## src/rtl/freq_sel_pkg.sv

```systemverilog
// Shared encodings and default constants for the frequency-select button controller.
// The step-FSM state type and the limit helper live here so the top and bench agree.
package freq_sel_pkg;

    typedef enum logic [1:0] {
        ST_IDLE   = 2'd0,
        ST_HELD   = 2'd1,
        ST_REPEAT = 2'd2
    } btn_state_e;

    localparam int          DEBOUNCE_CYCLES_DEF = 4;
    localparam int          HOLD_CYCLES_DEF     = 16;
    localparam int          REPEAT_CYCLES_DEF   = 8;
    localparam logic [7:0]  RATIO_RESET_DEF     = 8'h05;
    localparam logic [7:0]  RATIO_MIN_DEF       = 8'h01;
    localparam logic [7:0]  RATIO_MAX_DEF       = 8'hFF;

    function automatic logic is_limit(input logic [7:0] val, input logic [7:0] lo,
                                      input logic [7:0] hi);
        return (val == lo) || (val == hi);
    endfunction

endpackage

```

## src/rtl/freq_sel_ctrl_if.sv

```systemverilog
// Button inputs and divide-ratio outputs of the frequency-select controller.
// The master side presses buttons and observes the ratio; the slave is the controller.
interface freq_sel_ctrl_if;
    logic       btn_up;
    logic       btn_down;
    logic [7:0] div_ratio;
    logic       ratio_chg;
    logic       at_limit;

    modport master (
        output btn_up,
        output btn_down,
        input  div_ratio,
        input  ratio_chg,
        input  at_limit
    );

    modport slave (
        input  btn_up,
        input  btn_down,
        output div_ratio,
        output ratio_chg,
        output at_limit
    );
endinterface

```

## src/rtl/btn_debounce.sv

```systemverilog
// 2-flop synchronizer plus stability counter producing a clean button level.
// Clean level follows the raw input 2 + DEBOUNCE_CYCLES edges after it settles; no backpressure.
module btn_debounce #(
    parameter int DEBOUNCE_CYCLES = 4
) (
    input  logic clock,
    input  logic reset,
    input  logic btn_i,
    output logic clean_o
);
    localparam int CW = (DEBOUNCE_CYCLES > 1) ? $clog2(DEBOUNCE_CYCLES) : 1;
    localparam logic [CW-1:0] CNT_LAST = CW'(DEBOUNCE_CYCLES - 1);

    logic [1:0]    sync_q, sync_d;
    logic [CW-1:0] cnt_q, cnt_d;
    logic          clean_q, clean_d;

    // Any cycle where the synchronized level agrees with the clean level restarts the count.
    always_comb begin
        sync_d  = {sync_q[0], btn_i};
        cnt_d   = '0;
        clean_d = clean_q;
        if (sync_q[1] != clean_q) begin
            if (cnt_q == CNT_LAST) begin
                clean_d = sync_q[1];
            end else begin
                cnt_d = cnt_q + 1'b1;
            end
        end
    end

    always_ff @(posedge clock) begin
        if (reset) begin
            sync_q  <= '0;
            cnt_q   <= '0;
            clean_q <= 1'b0;
        end else begin
            sync_q  <= sync_d;
            cnt_q   <= cnt_d;
            clean_q <= clean_d;
        end
    end

    assign clean_o = clean_q;
endmodule

```

## src/rtl/freq_sel_ctrl.sv

```systemverilog
// Debounced up/down buttons with hold-then-auto-repeat stepping of a saturating divide ratio.
// Ratio moves one edge after a step event (2 + DEBOUNCE_CYCLES + 1 edges from a clean press); no backpressure.
module freq_sel_ctrl
    import freq_sel_pkg::*;
#(
    parameter int         DEBOUNCE_CYCLES = DEBOUNCE_CYCLES_DEF,
    parameter int         HOLD_CYCLES     = HOLD_CYCLES_DEF,
    parameter int         REPEAT_CYCLES   = REPEAT_CYCLES_DEF,
    parameter logic [7:0] RATIO_RESET     = RATIO_RESET_DEF,
    parameter logic [7:0] RATIO_MIN       = RATIO_MIN_DEF,
    parameter logic [7:0] RATIO_MAX       = RATIO_MAX_DEF
) (
    input  logic           clock,
    input  logic           reset,
    freq_sel_ctrl_if.slave bus
);
    localparam int MAXC = (HOLD_CYCLES > REPEAT_CYCLES) ? HOLD_CYCLES : REPEAT_CYCLES;
    localparam int TW   = (MAXC > 1) ? $clog2(MAXC) : 1;
    localparam logic [TW-1:0] HOLD_LAST = TW'(HOLD_CYCLES - 1);
    localparam logic [TW-1:0] REP_LAST  = TW'(REPEAT_CYCLES - 1);

    if (!((RATIO_MIN <= RATIO_RESET) && (RATIO_RESET <= RATIO_MAX))) begin : g_cfg_err
        $error("freq_sel_ctrl: RATIO_RESET outside [RATIO_MIN, RATIO_MAX]");
    end

    logic [1:0]    clean;
    logic [1:0]    step;
    btn_state_e    state_q [2];
    btn_state_e    state_d [2];
    logic [TW-1:0] tmr_q   [2];
    logic [TW-1:0] tmr_d   [2];
    logic [7:0]    ratio_q, ratio_d;
    logic          chg_q, chg_d;
    logic          lim_q, lim_d;

    // Index 0 is the up button, index 1 the down button.
    btn_debounce #(.DEBOUNCE_CYCLES(DEBOUNCE_CYCLES)) u_deb_up (
        .clock   (clock),
        .reset   (reset),
        .btn_i   (bus.btn_up),
        .clean_o (clean[0])
    );

    btn_debounce #(.DEBOUNCE_CYCLES(DEBOUNCE_CYCLES)) u_deb_dn (
        .clock   (clock),
        .reset   (reset),
        .btn_i   (bus.btn_down),
        .clean_o (clean[1])
    );

    always_comb begin
        step = '0;
        for (int b = 0; b < 2; b++) begin
            state_d[b] = state_q[b];
            tmr_d[b]   = tmr_q[b];
            if (!clean[b]) begin
                state_d[b] = ST_IDLE;
                tmr_d[b]   = '0;
            end else begin
                case (state_q[b])
                    ST_IDLE: begin
                        step[b]    = 1'b1;
                        state_d[b] = ST_HELD;
                        tmr_d[b]   = '0;
                    end
                    ST_HELD: begin
                        if (tmr_q[b] == HOLD_LAST) begin
                            step[b]    = 1'b1;
                            state_d[b] = ST_REPEAT;
                            tmr_d[b]   = '0;
                        end else begin
                            tmr_d[b] = tmr_q[b] + 1'b1;
                        end
                    end
                    ST_REPEAT: begin
                        if (tmr_q[b] == REP_LAST) begin
                            step[b]  = 1'b1;
                            tmr_d[b] = '0;
                        end else begin
                            tmr_d[b] = tmr_q[b] + 1'b1;
                        end
                    end
                    default: begin
                        state_d[b] = ST_IDLE;
                        tmr_d[b]   = '0;
                    end
                endcase
            end
        end
    end

    // Coincident up/down steps cancel; saturation blocks the step without a change pulse.
    always_comb begin
        ratio_d = ratio_q;
        if (step[0] && !step[1] && (ratio_q < RATIO_MAX)) begin
            ratio_d = ratio_q + 8'd1;
        end else if (step[1] && !step[0] && (ratio_q > RATIO_MIN)) begin
            ratio_d = ratio_q - 8'd1;
        end
        chg_d = (ratio_d != ratio_q);
        lim_d = is_limit(ratio_d, RATIO_MIN, RATIO_MAX);
    end

    always_ff @(posedge clock) begin
        if (reset) begin
            for (int b = 0; b < 2; b++) begin
                state_q[b] <= ST_IDLE;
                tmr_q[b]   <= '0;
            end
            ratio_q <= RATIO_RESET;
            chg_q   <= 1'b0;
            lim_q   <= is_limit(RATIO_RESET, RATIO_MIN, RATIO_MAX);
        end else begin
            for (int b = 0; b < 2; b++) begin
                state_q[b] <= state_d[b];
                tmr_q[b]   <= tmr_d[b];
            end
            ratio_q <= ratio_d;
            chg_q   <= chg_d;
            lim_q   <= lim_d;
        end
    end

    assign bus.div_ratio = ratio_q;
    assign bus.ratio_chg = chg_q;
    assign bus.at_limit  = lim_q;
endmodule

```

## src/flat_wrapper.sv

```systemverilog
// flat-port wrapper written by rule: the top's interface ports become plain ports
module freq_sel_ctrl_flat import freq_sel_pkg::*;
#(
    parameter int         DEBOUNCE_CYCLES = DEBOUNCE_CYCLES_DEF,
    parameter int         HOLD_CYCLES     = HOLD_CYCLES_DEF,
    parameter int         REPEAT_CYCLES   = REPEAT_CYCLES_DEF,
    parameter logic [7:0] RATIO_RESET     = RATIO_RESET_DEF,
    parameter logic [7:0] RATIO_MIN       = RATIO_MIN_DEF,
    parameter logic [7:0] RATIO_MAX       = RATIO_MAX_DEF
)
  (clock, reset, bus_btn_up, bus_btn_down, bus_div_ratio, bus_ratio_chg, bus_at_limit);
  freq_sel_ctrl_if bus_i ();
  input  logic clock;
  input  logic reset;
  input wire logic [$bits(bus_i.btn_up)-1:0] bus_btn_up;
  input wire logic [$bits(bus_i.btn_down)-1:0] bus_btn_down;
  output wire logic [$bits(bus_i.div_ratio)-1:0] bus_div_ratio;
  output wire logic [$bits(bus_i.ratio_chg)-1:0] bus_ratio_chg;
  output wire logic [$bits(bus_i.at_limit)-1:0] bus_at_limit;
  assign bus_i.btn_up = bus_btn_up;
  assign bus_i.btn_down = bus_btn_down;
  assign bus_div_ratio = bus_i.div_ratio;
  assign bus_ratio_chg = bus_i.ratio_chg;
  assign bus_at_limit = bus_i.at_limit;
  freq_sel_ctrl #(.DEBOUNCE_CYCLES(DEBOUNCE_CYCLES), .HOLD_CYCLES(HOLD_CYCLES), .REPEAT_CYCLES(REPEAT_CYCLES), .RATIO_RESET(RATIO_RESET), .RATIO_MIN(RATIO_MIN), .RATIO_MAX(RATIO_MAX)) u_core (.clock(clock), .reset(reset), .bus(bus_i));
endmodule
```

## config.mk

```make
export PLATFORM = sky130hd
export DESIGN_NAME = freq_sel_ctrl_flat
export DESIGN_NICKNAME = d
export VERILOG_FILES = /design/src/rtl/freq_sel_pkg.sv /design/src/rtl/freq_sel_ctrl_if.sv /design/src/rtl/btn_debounce.sv /design/src/rtl/freq_sel_ctrl.sv /design/src/flat_wrapper.sv
export SDC_FILE = /design/constraint.sdc
export NUM_CORES = 1
export LEC_CHECK = 0
export ABC_AREA = 1
export CORE_MARGIN = 2
export CORE_UTILIZATION = 55
export CTS_BUF_LIST = sky130_fd_sc_hd__clkbuf_4
export CTS_CLUSTER_DIAMETER = 200
export DETAILED_ROUTE_END_ITERATION = 10
export PLACE_DENSITY = 0.78
export SLEW_MARGIN = 10
export SYNTH_ARGS = -nofsm -noshare
export SYNTH_HDL_FRONTEND = slang
export SYNTH_HIERARCHICAL = 1
export SYNTH_SLANG_ARGS = --single-unit
```

## constraint.sdc

```tcl
create_clock -name clock -period 2 [get_ports clock]
set_clock_uncertainty 0.2 [all_clocks]
set_input_delay 0.6 -clock clock [delete_from_list [all_inputs] [get_ports clock]]
set_output_delay 0.6 -clock clock [all_outputs]
set_load 0.1 [all_outputs]
```

==> impl_metrics.toml <==
[drt]
vias = 2263
drt_wl_total_microns = 6371
drc_errors = 0
via_per_inst = 5.629
wire_per_inst_microns = 15.85
drt_iter0_drc = 216
dr.pass1.iters = 5
antenna_left = 0

[floorplan]
core_area_sq_um = 3633
num_io_pins = 14
rows = 22
die_y_microns = 65.38
die_w_microns = 65.38
dieArea_sq_um = 4274
start_util_pct = 57.02

[global_routing]
overflow = 0
grt_pass1_wl_microns = 9853
grt_antenna_before_repair = 0
grt_pass1_vias = 2184
grt_max_degree = 13
grt_util_all_layers_pct = 29.76

[logic_synthesis]
yosysUniqueCellTypes = 36
post_synth.cell_area_avg_sq_um = 7.120
synth.largest_area_cell = "dfxtp_1"
synthArstFlopShare_pct = 0
syn_inst = 291
ys_ff_latch = 32
syn_nets = 314
synth.most_common_cell = "nand2_1"
yosysSeqAreaShare_pct = 30.92
synth_edf_count = 0
ys.flop_type = "dfxtp_1"
ys_warn_count = 6
synth_area_leaders = "dfxtp_1, nand2_1, ha_1, nor2_1, inv_1"
syn_area_sq_um = 2072
yosys-top-cells-count = "nand2_1, nor2_1, inv_1"
synth_top_area_share_pct = 30.92

[worst_hold_path]
hold_class = "reg -> reg"

[cells_and_area]
nNetsFinal = 376
ff_latch_area_sq_um = 680.7
drive_gt1_share_pct = 41.81
multiInputGateArea_sq_um = 1539
area_delta_synth_final_pct = 48.61
fin_util_pct = 84.75
nFillCells = 185
antenna-diode-count = 0

[power_and_ir_drop]
clockPowerShare_pct = 36.0
power_frac_seq_pct = 61.0
comb_power_share_pct = 3.0
p_per_area_nw_per_um2 = 336.9
p_int_mw = 0.8078
leakage_nw = 1.347
sw_frac_of_total_pct = 22.13
peakVddDrop_mv = 0.4322
p_sw_mw = 0.2296

[timing]
setup_viol = 6
final_max_slew_viol_count = 0
worst_slack_ns = -0.2230
post-route-period-util_pct = 111.1
relSlewSlack_pct = 77.42
fin_tns_setup_ns = -0.4394
tightest_slew_ns = 0.3375
period_needed_ns = 2.223
fmax_mhz = 449.9
rsz0062_at_grt = "yes"
final_hold_viol_count = 0

[worst_setup_path]
worstSetupEndpointType = "register"
crit_type = "reg -> reg"
start_kind = "register"
cp.arrival_ns = 2.28
crit_fanout = 8
rrSetupSlack_ns = -0.22
cp.required_ns = 2.06

[run_status]
violations = "setup timing"
status = "finished with violations"

[placed_design]
dpl.hpwl_microns = 3538
place.gp.congestion = 0.8897
io_buffers = 13

[cts]
path_clk_slew_ns = 0.10
clockRootBuffer = "clkbuf_4"
cts_max_level = 2
clk_path_buf_depth = 2
cts_buffers = 5
cts_tree = "yes"
worst_skew_pair.late_latency_ns = 0.32
ctsHoldBuffers = 0
cts.sinks = 32

[run]
maxCapViolCount = 0
## area by class of cell
cell class	count	share of cell area, %
timing repair inverter	1	0.2438
clock buffer	7	1.707
timing repair buffer	56	18.33
clock inverter	1	0.1625
inverter	42	5.526
sequential	32	22.10
multi-input combinational	215	49.98
tap	48	1.950
## cell usage in the layout, fill, tap and decap left out, types with 3 or more instances in the layout
master / count
dfxtp_2: 5
clkbuf_4: 7
inv_4: 5
o21ai_2: 3
nand2_1: 51
buf_12: 10
xor2_1: 10
nand2_4: 5
nand3_2: 10
ha_1: 10
nand4_1: 5
clkdlybuf4s50_1: 3
o21ai_0: 3
ha_2: 3
buf_4: 40
a21oi_1: 3
inv_1: 35
nand2_2: 14
nor2_1: 38
nand3_1: 18
dfxtp_1: 18
dfxtp_4: 9
nor3_1: 3
buf_6: 3
nor2_2: 6
ha_4: 6
nor2_4: 5
## sequential cells by signal (all words and copies together) (netlist names), 2 cells and up
signal,cells
u_core/u_deb_dn/sync_q,2
u_core/bus.div_ratio,8
u_core/tmr_q,8
u_core/u_deb_up/cnt_q,2
u_core/u_deb_dn/cnt_q,2
u_core/u_deb_up/sync_q,2
u_core/state_q,4
## cell families (layout without fill, tap and decap cells)
kind of cell               count (synthesis)  after routing  share of synthesized area [%]
AOI/OAI and AO/OA                         18             18                          5.676
xor gates and xnor gates                  10             10                          4.227
adders and majority gates                 19             19                          11.47
buffers and inverters                     47            107                          9.480
DFF                                       32             32                          30.92
and+or+nand+nor                          165            168                          38.22
## metrics by stage
stage               setup slack, ns  total power [mW]  area (sq um)  hold WS [ns]  std cells
global route                -0.3429             1.086          3079        0.2260        402
floorplan                  -0.06618            0.6626          2148        0.1883        291
finish                      -0.2230             1.037          3079        0.2133        402
global placement            -0.1016            0.6786          2655        0.1917        381
CTS                        -0.05568             1.053          2955        0.2133        397
detailed placement          -0.2195            0.6799          2655        0.1987        381
## worst paths after layout
path	to	from	cells after the start
worst max register to register	u_core/bus.at_limit$_SDFF_PP0_	u_core/state_q[0][1]$_SDFFE_PP0P_	12
worst min register to register	u_core/u_deb_up/sync_q[1]$_SDFF_PP0_	u_core/u_deb_up/sync_q[0]$_SDFF_PP0_	2
worst max-delay path	u_core/bus.at_limit$_SDFF_PP0_	u_core/state_q[0][1]$_SDFFE_PP0P_	12
worst min-delay path	u_core/u_deb_up/sync_q[1]$_SDFF_PP0_	u_core/u_deb_up/sync_q[0]$_SDFF_PP0_	2
## metal layers
metal	wire length [microns]	part of all wire [%]	track usage [%]	vias to the layer above
li1	-	-	-	1041
met1	2541	40	34.80	1072
met2	3181	50	53.32	122
met3	461	7.2	5.993	28
met4	187	2.9	11.20	0
met5	0	0	0	-
## power groups by stage
stage / clock [mW] / sequential (mW) / combinational [mW]
floorplan: 0 / 0.650 / 0.0126
CTS: 0.390 / 0.632 / 0.0304
finish: 0.373 / 0.633 / 0.0316
global route: 0.418 / 0.633 / 0.0342
global placement: 0 / 0.650 / 0.0290
detailed placement: 0 / 0.650 / 0.0301
## worst max-delay path, cell delays in order, from the launching register on
cell      delay [ns]
dfxtp_1         0.37
inv_1           0.09
ha_1            0.22
nand2_2         0.11
nand3b_4        0.16
nand4_4         0.20
buf_6           0.18
nand3_1         0.10
o21ai_2         0.08
nand2_1         0.09
nor2_2          0.14
nand2_1         0.09
a21oi_2         0.14
## timing repair
action | in CTS | in global routing
gates cloned | 3 | 1
setup endpoints to repair | 3 | 10
buffers inserted | 5 | 4
pin swaps | 26 | 18
resized for setup | 45 | 25
(Power assumes the default switching activity.)
